==> src/rtl/reel_spinner.sv <==
// Four-reel slot machine spinner: synchronised spin request, LFSR-driven stop
// schedule, staggered reel freezes and active-low 7-segment result outputs.
module reel_spinner #(
   parameter int STEP_DIV   = 5_000_000,
   parameter int BASE_TICKS = 20,
   parameter int STOP_GAP   = 8
) (
   input  logic       clk,
   input  logic       rst_n,
   input  logic       spin,
   input  logic       bet_ok,
   output logic [6:0] num1,
   output logic [6:0] num2,
   output logic [6:0] num3,
   output logic [6:0] num4,
   output logic       to_score,
   output logic       spinning
);

   localparam int MAX_TICK = BASE_TICKS + 15 + 3 * STOP_GAP;
   localparam int TW       = $clog2(MAX_TICK + 1);
   localparam int DW       = $clog2(STEP_DIV);

   typedef enum logic [1:0] {
      ST_IDLE,
      ST_SPIN,
      ST_RESULT
   } state_t;

   state_t          r_state;
   logic            r_sync1;
   logic            r_sync2;
   logic            r_sync3;
   logic [15:0]     r_lfsr;
   logic [DW-1:0]   r_div;
   logic [TW-1:0]   r_tick_cnt;
   logic [TW-1:0]   r_stop_tick;
   logic [3:0]      r_stopped;
   logic            r_to_score;
   logic            r_spinning;
   logic [3:0]      r_reel [4];

   logic            w_req;
   logic            w_tick;
   logic            w_lfsr_fb;
   logic [TW-1:0]   w_tick_next;
   logic [3:0]      w_hit;
   logic [6:0]      w_seg [4];

   // Rising edge of the synchronised button level; one request per press.
   assign w_req       = r_sync2 & ~r_sync3;
   assign w_tick      = (r_div == DW'(STEP_DIV - 1));
   assign w_tick_next = r_tick_cnt + TW'(1);
   assign w_lfsr_fb   = r_lfsr[0] ^ r_lfsr[2] ^ r_lfsr[3] ^ r_lfsr[5];

   always_ff @(posedge clk or negedge rst_n) begin
      if (!rst_n) begin
         r_sync1 <= 1'b0;
         r_sync2 <= 1'b0;
         r_sync3 <= 1'b0;
         r_lfsr  <= 16'hACE1;
      end else begin
         r_sync1 <= spin;
         r_sync2 <= r_sync1;
         r_sync3 <= r_sync2;
         r_lfsr  <= {w_lfsr_fb, r_lfsr[15:1]};
      end
   end

   function automatic logic [6:0] seg_decode(input logic [3:0] d);
      logic [6:0] s;
      case (d)
         4'd0:    s = 7'b1000000;
         4'd1:    s = 7'b1111001;
         4'd2:    s = 7'b0100100;
         4'd3:    s = 7'b0110000;
         4'd4:    s = 7'b0011001;
         4'd5:    s = 7'b0010010;
         4'd6:    s = 7'b0000010;
         4'd7:    s = 7'b1111000;
         4'd8:    s = 7'b0000000;
         4'd9:    s = 7'b0010000;
         default: s = 7'b1111111;
      endcase
      return s;
   endfunction

   genvar gi;
   generate
      for (gi = 0; gi < 4; gi++) begin : g_reel
         localparam int STRIDE = (gi == 0) ? 1 : (gi == 1) ? 3 : (gi == 2) ? 7 : 9;

         logic [TW-1:0] w_target;
         logic [4:0]    w_sum;
         logic [3:0]    w_next;

         assign w_target   = r_stop_tick + TW'(gi * STOP_GAP);
         assign w_sum      = {1'b0, r_reel[gi]} + 5'(STRIDE);
         assign w_next     = (w_sum >= 5'd10) ? 4'(w_sum - 5'd10) : w_sum[3:0];
         // Reel takes its final step on the target tick and freezes after it.
         assign w_hit[gi]  = ~r_stopped[gi] & (w_tick_next == w_target);
         assign w_seg[gi]  = seg_decode(r_reel[gi]);

         always_ff @(posedge clk or negedge rst_n) begin
            if (!rst_n) begin
               r_reel[gi] <= 4'd0;
            end else if (r_state == ST_SPIN && w_tick && !r_stopped[gi]) begin
               r_reel[gi] <= w_next;
            end
         end
      end
   endgenerate

   always_ff @(posedge clk or negedge rst_n) begin
      if (!rst_n) begin
         r_state     <= ST_IDLE;
         r_div       <= '0;
         r_tick_cnt  <= '0;
         r_stop_tick <= '0;
         r_stopped   <= 4'b0000;
         r_to_score  <= 1'b0;
         r_spinning  <= 1'b0;
      end else begin
         case (r_state)
            ST_IDLE, ST_RESULT: begin
               // bet_ok matters only here; unaffordable requests are dropped.
               if (w_req && bet_ok) begin
                  r_state     <= ST_SPIN;
                  r_div       <= '0;
                  r_tick_cnt  <= '0;
                  r_stop_tick <= TW'(BASE_TICKS) + TW'(r_lfsr[3:0]);
                  r_stopped   <= 4'b0000;
                  r_to_score  <= 1'b0;
                  r_spinning  <= 1'b1;
               end
            end
            ST_SPIN: begin
               if (&r_stopped) begin
                  r_state    <= ST_RESULT;
                  r_to_score <= 1'b1;
                  r_spinning <= 1'b0;
               end else if (w_tick) begin
                  r_div      <= '0;
                  r_tick_cnt <= w_tick_next;
                  r_stopped  <= r_stopped | w_hit;
               end else begin
                  r_div <= r_div + DW'(1);
               end
            end
            default: begin
               r_state <= ST_IDLE;
            end
         endcase
      end
   end

   assign num1     = w_seg[0];
   assign num2     = w_seg[1];
   assign num3     = w_seg[2];
   assign num4     = w_seg[3];
   assign to_score = r_to_score;
   assign spinning = r_spinning;

endmodule

==> config.mk <==
export PLATFORM = sky130hd
export DESIGN_NAME = reel_spinner
export DESIGN_NICKNAME = d
export VERILOG_FILES = /design/src/rtl/reel_spinner.sv
export SDC_FILE = /design/constraint.sdc
export NUM_CORES = 1
export LEC_CHECK = 0
export BUFFER_PORTS_ARGS = -buffer_cell sky130_fd_sc_hd__buf_2
export CAP_MARGIN = 15
export CORE_UTILIZATION = 61
export DETAILED_ROUTE_END_ITERATION = 7
export PLACE_DENSITY = 0.91
export SLEW_MARGIN = 20
export SYNTH_ARGS = -nofsm -noshare
export SYNTH_HDL_FRONTEND = slang
export SYNTH_SLANG_ARGS = --single-unit
==> constraint.sdc <==
create_clock -name clk -period 3.2 [get_ports clk]
set_input_delay 0.48 -clock clk [delete_from_list [all_inputs] [get_ports clk]]
set_output_delay 0.48 -clock clk [all_outputs]
set_load 0.02 [all_outputs]
==> report_table.html <==
<table>
<tr><th>Metric</th><th>Value</th></tr>
<tr><th colspan="2">Timing</th></tr>
<tr><td>Remaining max-slew budget at the tightest pin</td><td>36.51%</td></tr>
<tr><td>Final max-slew violation count</td><td>0</td></tr>
<tr><td>Unrepaired setup endpoints after global routing</td><td>no</td></tr>
<tr><td>Final min period</td><td>2.565 ns</td></tr>
<tr><td>Sum of negative setup slack</td><td>0 ns</td></tr>
<tr><td>Largest clock skew in the final design</td><td>0.005263 ns</td></tr>
<tr><td>Peak Freq</td><td>389.8 MHz</td></tr>
<tr><td>Final count of negative-setup-slack endpoints</td><td>0</td></tr>
<tr><td>Number of hold violations in the final report</td><td>0</td></tr>
<tr><td>Actual transition at the worst max-transition pin</td><td>0.9523 ns</td></tr>
<tr><td>Final critical-path share of the clock period</td><td>80.17%</td></tr>
<tr><th colspan="2">Route</th></tr>
<tr><td>Number of routed nets with antenna violations</td><td>0</td></tr>
<tr><td>Total via count after detailed routing</td><td>4086</td></tr>
<tr><td>Via density</td><td>6.126</td></tr>
<tr><td>1st-iter DRT viols</td><td>312</td></tr>
<tr><td>Final wirelength</td><td>10.50 mm</td></tr>
<tr><td>Residual DRC count</td><td>0</td></tr>
<tr><td>WL per Instance</td><td>15.74 um</td></tr>
<tr><td>Iteration count of the initial detailed-routing pass</td><td>5</td></tr>
<tr><th colspan="2">Global route</th></tr>
<tr><td>Global-route usage over all layers</td><td>27.33%</td></tr>
<tr><td>Wire length of the first global-routing pass</td><td>18.15 mm</td></tr>
<tr><td>Number of global-route vias before repair</td><td>4023</td></tr>
<tr><td>Largest net degree at the start of global routing</td><td>79</td></tr>
<tr><td>Overflow left after global routing</td><td>0</td></tr>
<tr><td>Initial antenna violation count</td><td>0</td></tr>
<tr><th colspan="2">Power</th></tr>
<tr><td>Relative contribution of combinational cells to total power</td><td>17.7%</td></tr>
<tr><td>Worst vdd rail ir drop</td><td>313.3 uV</td></tr>
<tr><td>Switching share of power</td><td>30.75%</td></tr>
<tr><td>Internal power component</td><td>1.955 mW</td></tr>
<tr><td>Sequential fraction of design power</td><td>44.5%</td></tr>
<tr><td>Net switching power figure</td><td>0.8679 mW</td></tr>
<tr><td>LEAKAGE</td><td>2.544 nW</td></tr>
<tr><td>Relative contribution of the clock network to total power</td><td>37.8%</td></tr>
<tr><td>Power density over the cells</td><td>529.4 nW/um2</td></tr>
<tr><th colspan="2">Worst setup path</th></tr>
<tr><td>Data required time at the worst endpoint</td><td>3.49 ns</td></tr>
<tr><td>Kind of launch point of the worst setup path</td><td>register</td></tr>
<tr><td>Worst Path Arrival</td><td>2.86 ns</td></tr>
<tr><td>Last element of the critical path</td><td>r_reel[6]</td></tr>
<tr><td>Origin of the worst setup path</td><td>r_reel[5]</td></tr>
<tr><td>Highest fanout seen on the critical path</td><td>7</td></tr>
<tr><td>Startpoint-to-endpoint class of the critical path</td><td>register to register</td></tr>
<tr><td>Type of destination of the critical path</td><td>register</td></tr>
<tr><td>Number of cells on the worst reg-to-reg path</td><td>9</td></tr>
<tr><td>Slack of the worst reg-to-reg path</td><td>0.63 ns</td></tr>
<tr><td>Beginning of the worst register-to-register path</td><td>r_reel[5]</td></tr>
<tr><td>Terminus of the critical flop-to-flop path</td><td>r_reel[6]</td></tr>
<tr><th colspan="2">Synthesis</th></tr>
<tr><td>Library cell with the largest summed area after synthesis</td><td>dfrtp_1</td></tr>
<tr><td>Most instantiated library cell after synthesis</td><td>dfrtp_1</td></tr>
<tr><td>Asr flop ratio synth</td><td>100.0%</td></tr>
<tr><td>Mapped Avg Cell Area</td><td>9.013 um2</td></tr>
<tr><td>Ranking of synthesized cells by area</td><td>dfrtp_1 (36%), ha_1 (8.8%), nand2_1 (5.2%)</td></tr>
<tr><td>Sequential area share after synthesis</td><td>40.69%</td></tr>
<tr><td>Area share of the leading cell type in the synthesized netlist</td><td>36.33%</td></tr>
<tr><td>Top_reg_cell synth</td><td>dfrtp_1</td></tr>
<tr><td>Cell variety after synth</td><td>59</td></tr>
<tr><td>Number of storage elements in the synthesis netlist</td><td>78</td></tr>
<tr><td>Cell area after synthesis</td><td>4822 um2</td></tr>
<tr><td>Number of warnings printed during yosys synthesis</td><td>0</td></tr>
<tr><td>Synthesized net count</td><td>573</td></tr>
<tr><td>Syn Inst Count</td><td>535</td></tr>
<tr><td>Number of enable-type register cells in the synthesized netlist</td><td>0</td></tr>
<tr><td>Most frequent cells after synthesis</td><td>dfrtp_1 (70), nand2_1 (67), a21oi_1 (37), ha_1 (34), o21ai_0 (34)</td></tr>
<tr><th colspan="2">CTS</th></tr>
<tr><td>Maximum buffer depth of the clock tree</td><td>2</td></tr>
<tr><td>Clock tree sinks</td><td>78</td></tr>
<tr><td>Latest clock arrival within the worst-skew pair</td><td>0.36 ns</td></tr>
<tr><td>Hold-fix buffers at CTS</td><td>0</td></tr>
<tr><td>Number of instances resized during post-cts repair</td><td>0</td></tr>
<tr><td>Clk Tree Root Cell</td><td>clkbuf_8</td></tr>
<tr><td>Number of buffers inserted during clock tree synthesis</td><td>9</td></tr>
<tr><td>Number of buffers inserted by post-CTS setup repair</td><td>0</td></tr>
<tr><td>CTS tree</td><td>built</td></tr>
<tr><td>Clock input transition at the sequential cells of the worst setup and hold paths</td><td>0.08 ns</td></tr>
<tr><td>H-tree Lvls</td><td>3</td></tr>
<tr><th colspan="2">Final layout</th></tr>
<tr><td>Multi-input gate area</td><td>2635 um2</td></tr>
<tr><td>FF+latch area</td><td>1962 um2</td></tr>
<tr><td>Final-stage net count</td><td>598</td></tr>
<tr><td>Final antenna diode count</td><td>0</td></tr>
<tr><td>Number of inserted filler cells in the final layout</td><td>543</td></tr>
<tr><td>Share of post-route cells with drive strength above 1</td><td>13.81%</td></tr>
<tr><td>Non-filler cells in the finished layout</td><td>667</td></tr>
<tr><td>Synthesis-to-layout area growth</td><td>10.56%</td></tr>
<tr><th colspan="2">Floorplanning</th></tr>
<tr><td>Number of placement rows</td><td>32</td></tr>
<tr><td>I/O pin cnt</td><td>34</td></tr>
<tr><td>Std-Cell Core Area</td><td>7687 um2</td></tr>
<tr><td>Area of the die</td><td>8265 um2</td></tr>
<tr><td>Die width</td><td>90.91 um</td></tr>
<tr><td>Starting Density</td><td>62.73%</td></tr>
<tr><td>Die height</td><td>90.91 um</td></tr>
<tr><th colspan="2">Placed design</th></tr>
<tr><td>Routability congestion estimate from global placement</td><td>0.8411</td></tr>
<tr><td>Post-Place Cells</td><td>651</td></tr>
<tr><td>Estimated wirelength of the detail-placed design</td><td>7.052 mm</td></tr>
<tr><td>Total of buffers placed on input and output ports</td><td>33</td></tr>
<tr><th colspan="2">Run</th></tr>
<tr><td>Max Cap Viol</td><td>0</td></tr>
<tr><th colspan="2">Status</th></tr>
<tr><td>Result of the run</td><td>finished clean</td></tr>
<tr><th colspan="2">Min path</th></tr>
<tr><td>Class of the tightest hold or removal check</td><td>input pin to register</td></tr>
</table>
==> worst max-delay path, stage by stage, from the launching register on <==
cell and delay, ns:
dfrtp_1 0.46, inv_1 0.17, ha_1 0.25, ha_1 0.33
ha_1 0.21, a21boi_0 0.30, o21ai_0 0.15, a21o_1 0.22
mux2_2 0.27, mux2i_1 0.13
==> power groups by stage <==
| stage | logic [mW] | clock network [mW] | registers [mW] |
|---|---|---|---|
| after floorplan | 0.384 | 0 | 1.21 |
| after global placement | 0.460 | 0 | 1.26 |
| after detailed placement | 0.478 | 0 | 1.26 |
| after CTS | 0.495 | 1.08 | 1.25 |
| after global routing | 0.560 | 1.12 | 1.27 |
| final | 0.499 | 1.07 | 1.26 |
==> worst min-delay path by stage <==
| stage | from | to | slack (ns) | depth (start not counted) |
|---|---|---|---|---|
| after floorplan | rst_n | r_div[0] | 0.18 | 0 |
| after global routing | spin | r_sync1 | 0.21 | 1 |
| after global placement | r_lfsr[4] | r_lfsr[3] | 0.33 | 0 |
| final | spin | r_sync1 | 0.22 | 1 |
| after CTS | spin | r_sync1 | 0.21 | 1 |
| after detailed placement | r_lfsr[12] | r_lfsr[11] | 0.34 | 0 |
==> stage by stage <==
step	cell area [um2]	hold WS (ns)	power (mW)	utilization (%)	setup WS (ns)
after floorplan	4822	0.1844	1.591	-	0.9647
after global placement	5039	0.3339	1.717	65.54	0.8512
after detailed placement	5039	0.3375	1.740	65.54	0.7239
after CTS	5331	0.2141	2.822	69.35	0.6795
after global routing	5331	0.2073	2.953	69.35	0.5342
final	5331	0.2205	2.823	69.35	0.6345
==> per-layer routing <==
metal / GRT usage, % / share of wire (%)
met1: 34.61 / 45
met2: 45.58 / 49
met3: 4.630 / 4.3
met4: 13.10 / 2.0
met5: 0 / 0
==> area by class of cell <==
| class | instances | area share (%) |
|---|---|---|
| multi-input combinational | 404 | 49.43 |
| inverter | 29 | 2.042 |
| timing repair buffer | 38 | 3.849 |
| clock buffer | 9 | 2.323 |
| tap | 102 | 2.394 |
| sequential | 78 | 36.80 |
| clock inverter | 7 | 3.168 |
==> registers in the layout, indices dropped and copies added, names as in the netlist <==
name	flops
r_div	23
r_lfsr	16
r_reel	16
r_state	2
r_stop_tick	6
r_stopped	4
r_sync1	1
r_sync2	1
r_sync3	1
r_tick_cnt	6
spinning	1
to_score	1
==> logic make-up after synthesis <==
kind of cell               Yosys count  share of synthesized area, %
xor gates and xnor gates            29                         5.267
muxes                               10                         2.128
AOI/OAI and AO/OA                  135                         17.28
and+or+nand+nor                    196                         21.15
buffers and inverters               53                         4.670
adders and majority gates           34                         8.822
DFF                                 78                         40.68
==> cells in the final DEF, fill, tap and decap left out, types with 4 or more instances in the layout <==
master,n
nand2_1,67
dfstp_2,8
buf_2,32
nand2b_1,9
a21oi_1,37
o31ai_1,6
buf_4,6
nor2b_1,4
xnor2_1,20
dfrtp_1,70
ha_1,34
or2_2,6
and2_1,4
clkbuf_8,9
inv_1,29
nand4_1,7
nand3_1,13
nor4bb_1,4
mux2i_1,8
nor2_1,31
a31oi_1,23
and3_1,9
nor3_1,13
or3_1,6
a21o_1,5
o21ai_0,34
bufinv_16,5
a22o_1,9
xor2_1,9
Power figures use the tool's default switching activity.
